$ cat src/rtl/sdram_pkg.sv
// Shared SDRAM controller types: command encodings {cs_n,ras_n,cas_n,we_n},
// arbiter state encoding and the default data width.
package sdram_pkg;

  localparam int DQ_W_DEF = 16;

  localparam logic [3:0] CMD_NOP  = 4'b0111;
  localparam logic [3:0] CMD_PRE  = 4'b0010;
  localparam logic [3:0] CMD_AREF = 4'b0001;
  localparam logic [3:0] CMD_ACT  = 4'b0011;
  localparam logic [3:0] CMD_WR   = 4'b0100;
  localparam logic [3:0] CMD_RD   = 4'b0101;
  localparam logic [3:0] CMD_MRS  = 4'b0000;

  typedef enum logic [2:0] {
    S_INIT  = 3'd0,
    S_ARBIT = 3'd1,
    S_AREF  = 3'd2,
    S_WRITE = 3'd3,
    S_READ  = 3'd4
  } state_t;

  typedef enum logic {
    GR_WR = 1'b0,
    GR_RD = 1'b1
  } grant_t;

  typedef struct packed {
    logic [3:0]  cmd;
    logic [11:0] addr;
  } cmd_t;

endpackage

$ cat src/rtl/sdram_arbit.sv
// SDRAM command-bus arbiter: init, then refresh > write/read (alternating); grant 1 cycle after ask, stage->pin 1 cycle.
// No backpressure: stages hold ask until granted, refresh drops an active wr/rd grant so the stage stops at a burst boundary.
module sdram_arbit
  import sdram_pkg::*;
#(
  parameter int         DQ_W = DQ_W_DEF,
  parameter logic [1:0] BANK = 2'b00
) (
  input  logic            sclk,
  input  logic            srst,
  input  logic            init_end,
  input  logic [3:0]      init_cmd,
  input  logic [11:0]     init_addr,
  input  logic            ref_req,
  output logic            ref_en,
  input  logic            ref_end,
  input  logic [3:0]      ref_cmd,
  input  logic [11:0]     ref_addr,
  input  logic            wr_ask,
  output logic            wr_en,
  input  logic            wr_end,
  input  logic [3:0]      wr_cmd,
  input  logic [11:0]     wr_addr,
  input  logic [DQ_W-1:0] wr_dq,
  input  logic            wr_dq_en,
  input  logic            rd_ask,
  output logic            rd_en,
  input  logic            rd_end,
  input  logic [3:0]      rd_cmd,
  input  logic [11:0]     rd_addr,
  output logic            sdram_cke,
  output logic            sdram_cs_n,
  output logic            sdram_ras_n,
  output logic            sdram_cas_n,
  output logic            sdram_we_n,
  output logic [1:0]      sdram_bank,
  output logic [11:0]     sdram_addr,
  output logic [DQ_W-1:0] sdram_dq_out,
  output logic            sdram_dq_oe
);

  state_t state, state_nxt;
  grant_t last_grant;
  cmd_t   sel;

  always_ff @(posedge sclk or posedge srst) begin
    if (srst) state <= S_INIT;
    else      state <= state_nxt;
  end

  // Every end edge returns to S_ARBIT, which guarantees a NOP cycle between operations.
  always_comb begin
    state_nxt = state;
    sel       = '{cmd: CMD_NOP, addr: 12'd0};
    case (state)
      S_INIT: begin
        sel = '{cmd: init_cmd, addr: init_addr};
        if (init_end) state_nxt = S_ARBIT;
      end
      S_ARBIT: begin
        if (ref_req)               state_nxt = S_AREF;
        else if (wr_ask && rd_ask) state_nxt = (last_grant == GR_RD) ? S_WRITE : S_READ;
        else if (wr_ask)           state_nxt = S_WRITE;
        else if (rd_ask)           state_nxt = S_READ;
      end
      S_AREF: begin
        sel = '{cmd: ref_cmd, addr: ref_addr};
        if (ref_end) state_nxt = S_ARBIT;
      end
      S_WRITE: begin
        sel = '{cmd: wr_cmd, addr: wr_addr};
        if (wr_end) state_nxt = S_ARBIT;
      end
      S_READ: begin
        sel = '{cmd: rd_cmd, addr: rd_addr};
        if (rd_end) state_nxt = S_ARBIT;
      end
      default: state_nxt = S_INIT;
    endcase
  end

  always_ff @(posedge sclk or posedge srst) begin
    if (srst) begin
      ref_en       <= 1'b0;
      wr_en        <= 1'b0;
      rd_en        <= 1'b0;
      last_grant   <= GR_RD;
      sdram_cke    <= 1'b0;
      {sdram_cs_n, sdram_ras_n, sdram_cas_n, sdram_we_n} <= 4'b1111;
      sdram_addr   <= 12'd0;
      sdram_bank   <= BANK;
      sdram_dq_out <= '0;
      sdram_dq_oe  <= 1'b0;
    end else begin
      ref_en <= (state_nxt == S_AREF);
      wr_en  <= (state_nxt == S_WRITE) && !ref_req;
      rd_en  <= (state_nxt == S_READ)  && !ref_req;
      if (state == S_ARBIT && state_nxt == S_WRITE) last_grant <= GR_WR;
      if (state == S_ARBIT && state_nxt == S_READ)  last_grant <= GR_RD;
      sdram_cke    <= 1'b1;
      // Command, data and oe share one register stage so data lines up with the WRITE command.
      {sdram_cs_n, sdram_ras_n, sdram_cas_n, sdram_we_n} <= sel.cmd;
      sdram_addr   <= sel.addr;
      sdram_bank   <= BANK;
      sdram_dq_out <= wr_dq;
      sdram_dq_oe  <= (state == S_WRITE) && wr_dq_en;
    end
  end

endmodule

$ cat config.mk
export PLATFORM = sky130hd
export DESIGN_NAME = sdram_arbit
export DESIGN_NICKNAME = d
export VERILOG_FILES = /design/src/rtl/sdram_pkg.sv /design/src/rtl/sdram_arbit.sv
export SDC_FILE = /design/constraint.sdc
export NUM_CORES = 1
export LEC_CHECK = 0
export BUFFER_PORTS_ARGS = -buffer_cell sky130_fd_sc_hd__buf_2
export CAP_MARGIN = 20
export CORE_MARGIN = 2
export CORE_UTILIZATION = 31
export DETAILED_ROUTE_END_ITERATION = 6
export GPL_ROUTABILITY_DRIVEN = 0
export PLACE_DENSITY_LB_ADDON = 0.25
export SYNTH_ARGS = -nofsm -noshare
export SYNTH_HDL_FRONTEND = slang
export SYNTH_SLANG_ARGS = --single-unit
$ cat constraint.sdc
create_clock -name sclk -period 3.32 [get_ports sclk]
set_clock_uncertainty 0.15 [all_clocks]
set_input_delay 0.664 -clock sclk [delete_from_list [all_inputs] [get_ports sclk]]
set_output_delay 0.664 -clock sclk [all_outputs]
set_load 0.01 [all_outputs]
# Yosys cells after proc, flatten, opt, wreduce, memory -nomap -nowiden
# Cells that the tools add are included.
# totals
register_bits	41
inputBits	90
output_inout_bits	39
elab_cells	42
# op_classes
n_eq_ne	7
mux	13
reduce_logical	9
# op_table
cell	count
16-bit case mux with 4 select lines	1
3-bit two-way mux	9
3-bit case mux with 5 select lines	1
3-bit by 2-bit equality test with 1-bit output (second input constant)	4
3-bit equality test (second input constant)	2
1-bit logical AND	6
3-bit by 1-bit equality test with 1-bit output (second input constant)	1
3-bit zero test	1
1-bit two-way mux	2
2-bit nonzero test	1
1-bit zero test	1

# Logic depth before layout (Yosys ltp)
# Gate-level depths: netlist (run 1).
# depth
ltp_word	9
ltp_mapped	6
depth_no_buf	5

# Least setup slack after synthesis (run 1)
# No wires, ideal clock.
# synth_path
path_type	input to register
from	in init_end
to	reg ref_en
setup_time_ps	119
arrival_time_ps	1497
required_ps	3051
slack_ps	1554
stages	4
n_path_buf	0
cell_sequence	or3b_2 > a21oi_1 > a311oi_2 > and2_1
# synth_via
elab_chain_cells	3
# synth_rtl
item	line_no	source
start, declared	sdram_arbit.sv:11	input logic init_end,
3-bit two-way mux	sdram_arbit.sv:58	if (init_end) state_nxt = S_ARBIT;
3-bit case mux with 5 select lines	sdram_arbit.sv:55	case (state)
3-bit by 2-bit equality test with 1-bit output	sdram_arbit.sv:95	ref_en <= (state_nxt == S_AREF);
end signal, assigned	sdram_arbit.sv:95	
end, declared	sdram_arbit.sv:15	output logic ref_en,
# No other way between the ends.
# A chain may end at the register's enable or synchronous reset.

==> impl_summary.txt, run 1 <==
----------------------------------------------------
[Cells and area]
  Final #Nets ... 377
  Diode count ... 0
  Fraction of layout cells with a size suffix above 1 ... 51.7%
  Footprint of the multi-input gates ... 646 um2
  Flip-flop and latch area ... 1030 um2
  Area Growth Syn to Fin ... 46.9%
  Final Core Density ... 47.1%
  Filler instances ... 561

[Logic synthesis]
  Library cell with the largest summed area after synthesis ... sky130_fd_sc_hd__dfrtp_1
  Cell area after synthesis ... 1760 um2
  Cells after synthesis ... 161
  Syn. warnings ... 0
  Top cell type's share of synthesized area ... 51.3%
  Average footprint of a synthesized cell ... 10.9 um2
  Portion of the post-synthesis area used by sequential elements ... 58.8%
  Library cells used by synthesis ... 30
  Flip-flop and latch count after synthesis ... 41
  Leading cell types by total area after synthesis ... sky130_fd_sc_hd__dfrtp_1, sky130_fd_sc_hd__mux2i_1, sky130_fd_sc_hd__dfstp_2, sky130_fd_sc_hd__a21oi_1, sky130_fd_sc_hd__o21ai_1

[STA]
  Maximum clock frequency ... 442 MHz
  Worst-margin pin slew ... 0.858 ns
  Fin crit period ... 2.26 ns
  Setup repair after global routing missed its margin ... no
  Max-slew headroom at the worst pin ... 42.8%
  Final setup vio count ... 0
  Total count of hold-check failures in the final report ... 0
  Setup WS post-layout ... 1.06 ns
  Total negative slack ... 0 ns
  Number of slew-limit violations in the final report ... 0
  Ratio of final minimum period to clock period ... 68.1%

[Route]
  Total number of vias ... 1622
  Remaining design rule violation count ... 0
  Total detailed-routing wirelength ... 4.80 mm
  Drt wl/cell ... 13.3 um
  Number of DRC markers in iteration 0 ... 18
  Router iterations before antenna repair ... 4
  Via-to-Cell Ratio ... 4.51
  Number of nets still failing antenna checks after routing ... 0

[Placement]
  Worst-case setup slack after placement ... 1.07 ns
  Number of buffer cells added on primary ports ... 126
  Sum of net half-perimeters after detailed placement ... 3.74 mm

[Flow run]
  Max-cap violation count ... 0

[Worst hold path]
  Worst Hold Class ... input port to asynchronous set/reset pin

[Floorplan]
  Vertical die dimension ... 79.3 um
  Die width ... 79.3 um
  Total number of placement rows ... 27
  I/O pin count ... 129
  Die Outline Area ... 6280 um2
  Initial standard-cell utilization of the core ... 32.1%
  Floorplan Core Area ... 5470 um2

[Worst setup path]
  Length in cells of the worst reg-to-reg path ... 4
  Critical path, cell by cell ... nor2b_1 > and2_1 > nand2_1 > o21ai_1
  Critical path launch point type ... flip-flop
  Combined buffer and inverter count along the critical path ... 0
  Top Family by Delay on Critical Path ... simple AND/OR/NAND/NOR gates
  Slowest stage cell, crit path ... sky130_fd_sc_hd__dfrtp_1
  Peak fanout along the critical path ... 24
  Worst flop-to-flop path startpoint ... state[0]
  Critical Path AT ... 2.32 ns
  Crit end category ... flip-flop
  Critical Setup Path Class ... flip-flop to flip-flop
  R2R setup slack ... 1.06 ns
  Delay of the slowest cell on the worst path ... 0.90 ns
  Data required time at the worst endpoint ... 3.38 ns
  Capture instance of the worst register-to-register path ... sdram_addr[9]

[Clocking]
  Clk pin slew, worst setup/hold paths ... 0.08 ns
  TritonCTS sink count ... 41
  CTS Root Cell ... sky130_fd_sc_hd__clkbuf_8
  Number of levels the H-tree was split into ... 2
  CTS Hold Buffers Added ... 0
  Cts repair resizes ... 0
  Source-to-sink clock delay at the later pin of the worst-skew pair ... 0.29 ns
  Number of buffers created by CTS ... 5
  Maximum buffer depth of the clock tree ... 2
  Post-CTS Setup Repair Bufs ... 0
  TritonCTS clock tree ... done

[GRT]
  Number of global-route vias before repair ... 1696
  Antenna violations before repair ... 0
  Congestion Overflow GR ... 0
  First-pass GRT wire length ... 7.54 mm
  Maximum number of pins on one net before global-route repair ... 25
  Total routing usage reported by global routing ... 15.6%

[Status]
  Outcome ... finished, final reports clean

[Pwr]
  Worst IR Drop VDD ... 0.000264 V
  Areal power density over the cells ... 700 nW/um2
  Leakage power ... 1.35 nW

----------------------------------------------------
## stage by stage
stage,hold slack [ns],cell area (um2),power (W),instances
floorplan,0.342,1760,0.00117,162
global placement,0.359,2430,0.00140,351
detailed placement,0.361,2460,0.00141,352
CTS,0.194,2580,0.00183,360
global route,0.210,2580,0.00194,360
finish,0.190,2580,0.00181,360
## cell usage after synthesis (all sizes together)
| cell | count |
|---|---|
| a21oi | 16 |
| a311oi | 1 |
| conb | 2 |
| and2 | 2 |
| nand2b | 1 |
| nor2b | 2 |
| nor2 | 18 |
| o221ai | 1 |
| nor4 | 1 |
| inv | 5 |
| dfstp | 5 |
| o21ai | 16 |
| and3 | 1 |
| a22oi | 4 |
| nor3 | 1 |
| or4b | 1 |
| and2b | 1 |
| or3b | 1 |
| a32oi | 1 |
| a21boi | 1 |
| mux2i | 19 |
| clkbuf | 2 |
| buf | 9 |
| nand2 | 14 |
| dfrtp | 36 |
## area by class of cell
| type | count | area share (%) |
|---|---|---|
| well taps | 72 | 3.49 |
| clock inverters | 2 | 1.45 |
| clock buffers | 6 | 3.20 |
| repair buffers | 129 | 26.1 |
| multi-input cells | 105 | 25.0 |
| flip-flops and latches | 41 | 40.0 |
| inverters | 5 | 0.727 |
## layout by cell type, fill, tap and decap left out, types with 2 or more instances in the layout
cell type and n:
sky130_fd_sc_hd__inv_1 3, sky130_fd_sc_hd__clkbuf_8 6, sky130_fd_sc_hd__o21ai_1 13, sky130_fd_sc_hd__and2_1 2, sky130_fd_sc_hd__o21ai_0 3, sky130_fd_sc_hd__a21oi_1 16, sky130_fd_sc_hd__dfstp_2 5, sky130_fd_sc_hd__a22oi_1 4
sky130_fd_sc_hd__nor2_1 17, sky130_fd_sc_hd__nand2_1 14, sky130_fd_sc_hd__conb_1 3, sky130_fd_sc_hd__nor2b_1 2, sky130_fd_sc_hd__dfrtp_1 36, sky130_fd_sc_hd__buf_2 126, sky130_fd_sc_hd__buf_4 2, sky130_fd_sc_hd__mux2i_1 19
## power by group
group / internal (W) / switching [W] / total [W]
registers: 0.000642 / 0.000103 / 0.000745
clock network: 0.000244 / 0.000170 / 0.000414
logic: 0.000299 / 0.000347 / 0.000646
## sequential cells by signal (all words and copies together), names as in the netlist
| name | count |
|---|---|
| sdram_dq_out | 16 |
| sdram_addr | 12 |
| state | 3 |
| last_grant | 1 |
| rd_en | 1 |
| ref_en | 1 |
| sdram_cas_n | 1 |
| sdram_cke | 1 |
| sdram_cs_n | 1 |
| sdram_dq_oe | 1 |
| sdram_ras_n | 1 |
| sdram_we_n | 1 |
| wr_en | 1 |
## worst max path at each step
stage                   from             to  slack [ns]  cells after the start
floorplan           init_end         ref_en        1.55                      4
global placement    state[0]  sdram_addr[6]        1.08                      4
detailed placement  state[0]  sdram_addr[9]        1.07                      4
CTS                 state[0]  sdram_addr[8]        1.06                      4
global route        state[0]  sdram_addr[4]        0.79                      4
finish              state[0]  sdram_addr[9]        1.06                      4
## kinds of logic after synthesis
kind of cell | after synthesis | share of synthesized area (%)
simple gates | 43 | 11.8
flops | 41 | 58.8
compound gates | 40 | 13.5
mux | 19 | 10.8
buf+inv | 16 | 4.70
other cells | 2 | 0.428
## layer usage
metal	GRT usage [%]	up-vias	part of all wire, %
met5	0	-	0
met4	7.07	0	2.1
met3	4.77	8	8.7
met2	26.6	76	50
met1	18.0	742	39
li1	-	796	-
(Power assumes the default switching activity.)
==> run 2: changes to the inputs <==
- clock period: 3.32 -> 2.2 ns (I/O delays scaled with it)
==> run 2 against run 1 <==
Worst hold slack worse by 0.086 ns. Largest power group unchanged. First-iteration DRC count up 140%. Wire length up 0.25%. Clock power up 51%. Combinational power up 66%. Critical path type unchanged. Non-clock buffer count up 4. Cell count up 1.1%. Maximum frequency up 23%. Setup slack worse by 0.69 ns. Critical path depth unchanged. Count of clock-buffer cells in the layout unchanged. Highest routed layer unchanged.
==> impl_summary.txt, run 2 (same netlist as run 1, synthesis figures left out) <==
----------------------------------------------------
[Status]
  Outcome ... finished, final reports clean

[STA]
  Number of slew-limit violations in the final report ... 0 (unchanged)
  Final setup vio count ... 0 (unchanged)
  Total negative slack ... 0 ns (unchanged)
  Max-slew headroom at the worst pin ... 64.3% (+22 points)
  Setup repair after global routing missed its margin ... no
  Maximum clock frequency ... 545 MHz (+23%)
  Total count of hold-check failures in the final report ... 0 (unchanged)
  Worst-margin pin slew ... 0.535 ns (-0.323 ns)
  Setup WS post-layout ... 0.366 ns (-0.693 ns)
  Ratio of final minimum period to clock period ... 83.4% (+15 points)
  Fin crit period ... 1.83 ns (-0.427 ns)
  Hold Worst Slack ... 0.103 ns (-0.0865 ns)

[Clocking]
  Source-to-sink clock delay at the later pin of the worst-skew pair ... 0.29 ns (about the same)
  TritonCTS clock tree ... done
  CTS Root Cell ... sky130_fd_sc_hd__clkbuf_8
  Maximum buffer depth of the clock tree ... 2 (unchanged)
  Number of levels the H-tree was split into ... 2 (unchanged)
  Post-CTS Setup Repair Bufs ... 0 (unchanged)
  TritonCTS sink count ... 41 (unchanged)
  Clk pin slew, worst setup/hold paths ... 0.08 ns (about the same)
  Number of buffers created by CTS ... 5 (unchanged)

[Floorplan]
  Vertical die dimension ... 79.3 um (unchanged)
  I/O pin count ... 129 (unchanged)
  Die Outline Area ... 6280 um2 (unchanged)
  Die width ... 79.3 um (unchanged)
  Floorplan Core Area ... 5470 um2 (unchanged)
  Initial standard-cell utilization of the core ... 32.1% (unchanged)
  Total number of placement rows ... 27 (unchanged)

[Cells and area]
  Most flop-heavy register ... sdram_dq_out
  Diode count ... 0 (unchanged)
  Most common cell after layout, fill and taps aside ... sky130_fd_sc_hd__buf_2
  Area Growth Syn to Fin ... 48.3%
  Max FFs per register ... 16 (unchanged)
  Leading cell types in the layout, fill and taps excluded ... sky130_fd_sc_hd__buf_2, sky130_fd_sc_hd__dfrtp_1, sky130_fd_sc_hd__mux2i_1
  Final #Nets ... 381 (+1.1%)
  Largest registers in the final layout ... sdram_dq_out (16), sdram_addr (12), state (3)
  Fraction of layout cells with a size suffix above 1 ... 52.1% (+0.32 points)

[Worst hold path]
  Worst Hold Class ... input port to flip-flop

[Pwr]
  Leakage power ... 1.36 nW (+1.2%)
  Total power of the final layout ... 0.00276 W (+53%)
  Worst IR Drop VDD ... 0.000449 V (+70%)
  Areal power density over the cells ... 1060 nW/um2 (+51%)

[Worst setup path]
  Critical Path AT ... 1.90 ns (-0.42 ns)
  Crit end category ... flip-flop
  Critical path, cell by cell ... nor2b_1 > and2_1 > nand2_1 > o21ai_1
  Critical Setup Path Class ... flip-flop to flip-flop
  Top Family by Delay on Critical Path ... simple AND/OR/NAND/NOR gates
  Combined buffer and inverter count along the critical path ... 0 (unchanged)
  Peak fanout along the critical path ... 13 (-46%)
  Critical path launch point type ... flip-flop
  Delay of the slowest cell on the worst path ... 0.53 ns (-0.37 ns)
  Data required time at the worst endpoint ... 2.27 ns (-1.11 ns)
  Slowest stage cell, crit path ... sky130_fd_sc_hd__dfrtp_1

[GRT]
  Maximum number of pins on one net before global-route repair ... 31 (+24%)
  Number of global-route vias before repair ... 1650 (-2.7%)
  Total routing usage reported by global routing ... 15.1% (-0.49 points)
  Congestion Overflow GR ... 0 (unchanged)
  First-pass GRT wire length ... 7.34 mm (-2.7%)
  Antenna violations before repair ... 0 (unchanged)

[Placement]
  Number of buffer cells added on primary ports ... 126 (unchanged)
  Worst-case setup slack after placement ... 0.348 ns (-0.721 ns)
  Sum of net half-perimeters after detailed placement ... 3.76 mm (+0.40%)

[Route]
  Router iterations before antenna repair ... 4 (unchanged)
  Number of DRC markers in iteration 0 ... 43 (+25)
  Drt wl/cell ... 13.2 um (-0.85%)
  Total number of vias ... 1630 (+0.49%)
  Remaining design rule violation count ... 0 (unchanged)
  Via-to-Cell Ratio ... 4.48 (-0.61%)
  Total detailed-routing wirelength ... 4.81 mm (+0.25%)
  Number of nets still failing antenna checks after routing ... 0 (unchanged)

[Flow run]
  Max-cap violation count ... 0 (unchanged)

----------------------------------------------------
run 2: cell types whose count changed in the layout (fill, tap and decap cells not counted), sizes merged:
cell         before  now
buf             129  132
dlygate4sd3       0    1
run 2: metal layers:
metal | vias up | global-route usage [%] | routed length [um]
li1 | 804 | - | -
met1 | 747 | 18.5 | 2000
met2 | 72 | 25.5 | 2360
met3 | 7 | 4.20 | 383
met4 | 0 | 5.34 | 70
met5 | - | 0 | 0
run 2: power breakdown:
part / switching, W / total, W / leakage (nW) / internal [W]
sequential: 0.0000970 / 0.00107 / 0.494 / 0.000970
clock: 0.000257 / 0.000626 / 0.0574 / 0.000369
combinational: 0.000589 / 0.00107 / 0.813 / 0.000477
total: 0.000942 / 0.00276 / 1.36 / 0.00182
run 2: metrics by stage:
step	area, um2	util (%)	instances
2_1_floorplan	1760	-	162
3_3_place_gp	2470	45.2	355
4_1_cts	2610	47.6	364
6_report	2610	47.6	364
5_1_grt	2610	47.6	364
3_5_place_dp	2470	45.2	355
run 2: path summary, 6_finish.rpt:
path / depth (start not counted) / startpoint / slack [ns] / endpoint
max in group asynchronous: 4 / srst / 0.86 / sdram_ras_n
worst min-delay path: 1 / wr_dq[3] / 0.10 / sdram_dq_out[3]
worst min register to register: 2 / last_grant / 0.38 / last_grant
worst max-delay path: 4 / state[2] / 0.37 / sdram_addr[4]
min in group asynchronous: 3 / srst / 0.50 / sdram_addr[10]
worst max register to register: 4 / state[2] / 0.37 / sdram_addr[4]
run 2: final cells by class:
class | instances | area, um2
Fill cell | 549 | 2870
Sequential cell | 41 | 1030
Timing Repair Buffer | 133 | 698
Multi-Input combinational cell | 105 | 646
Tap cell | 72 | 90.1
Clock buffer | 6 | 82.6
Clock inverter | 2 | 37.5
Inverter | 5 | 18.8
run 2: what timing repair did:
| action | CTS | global route |
|---|---|---|
| resized for setup | 0 | 0 |
| hold buffers | 1 | 0 |
| endpoints found under the hold margin | 10 | 0 |
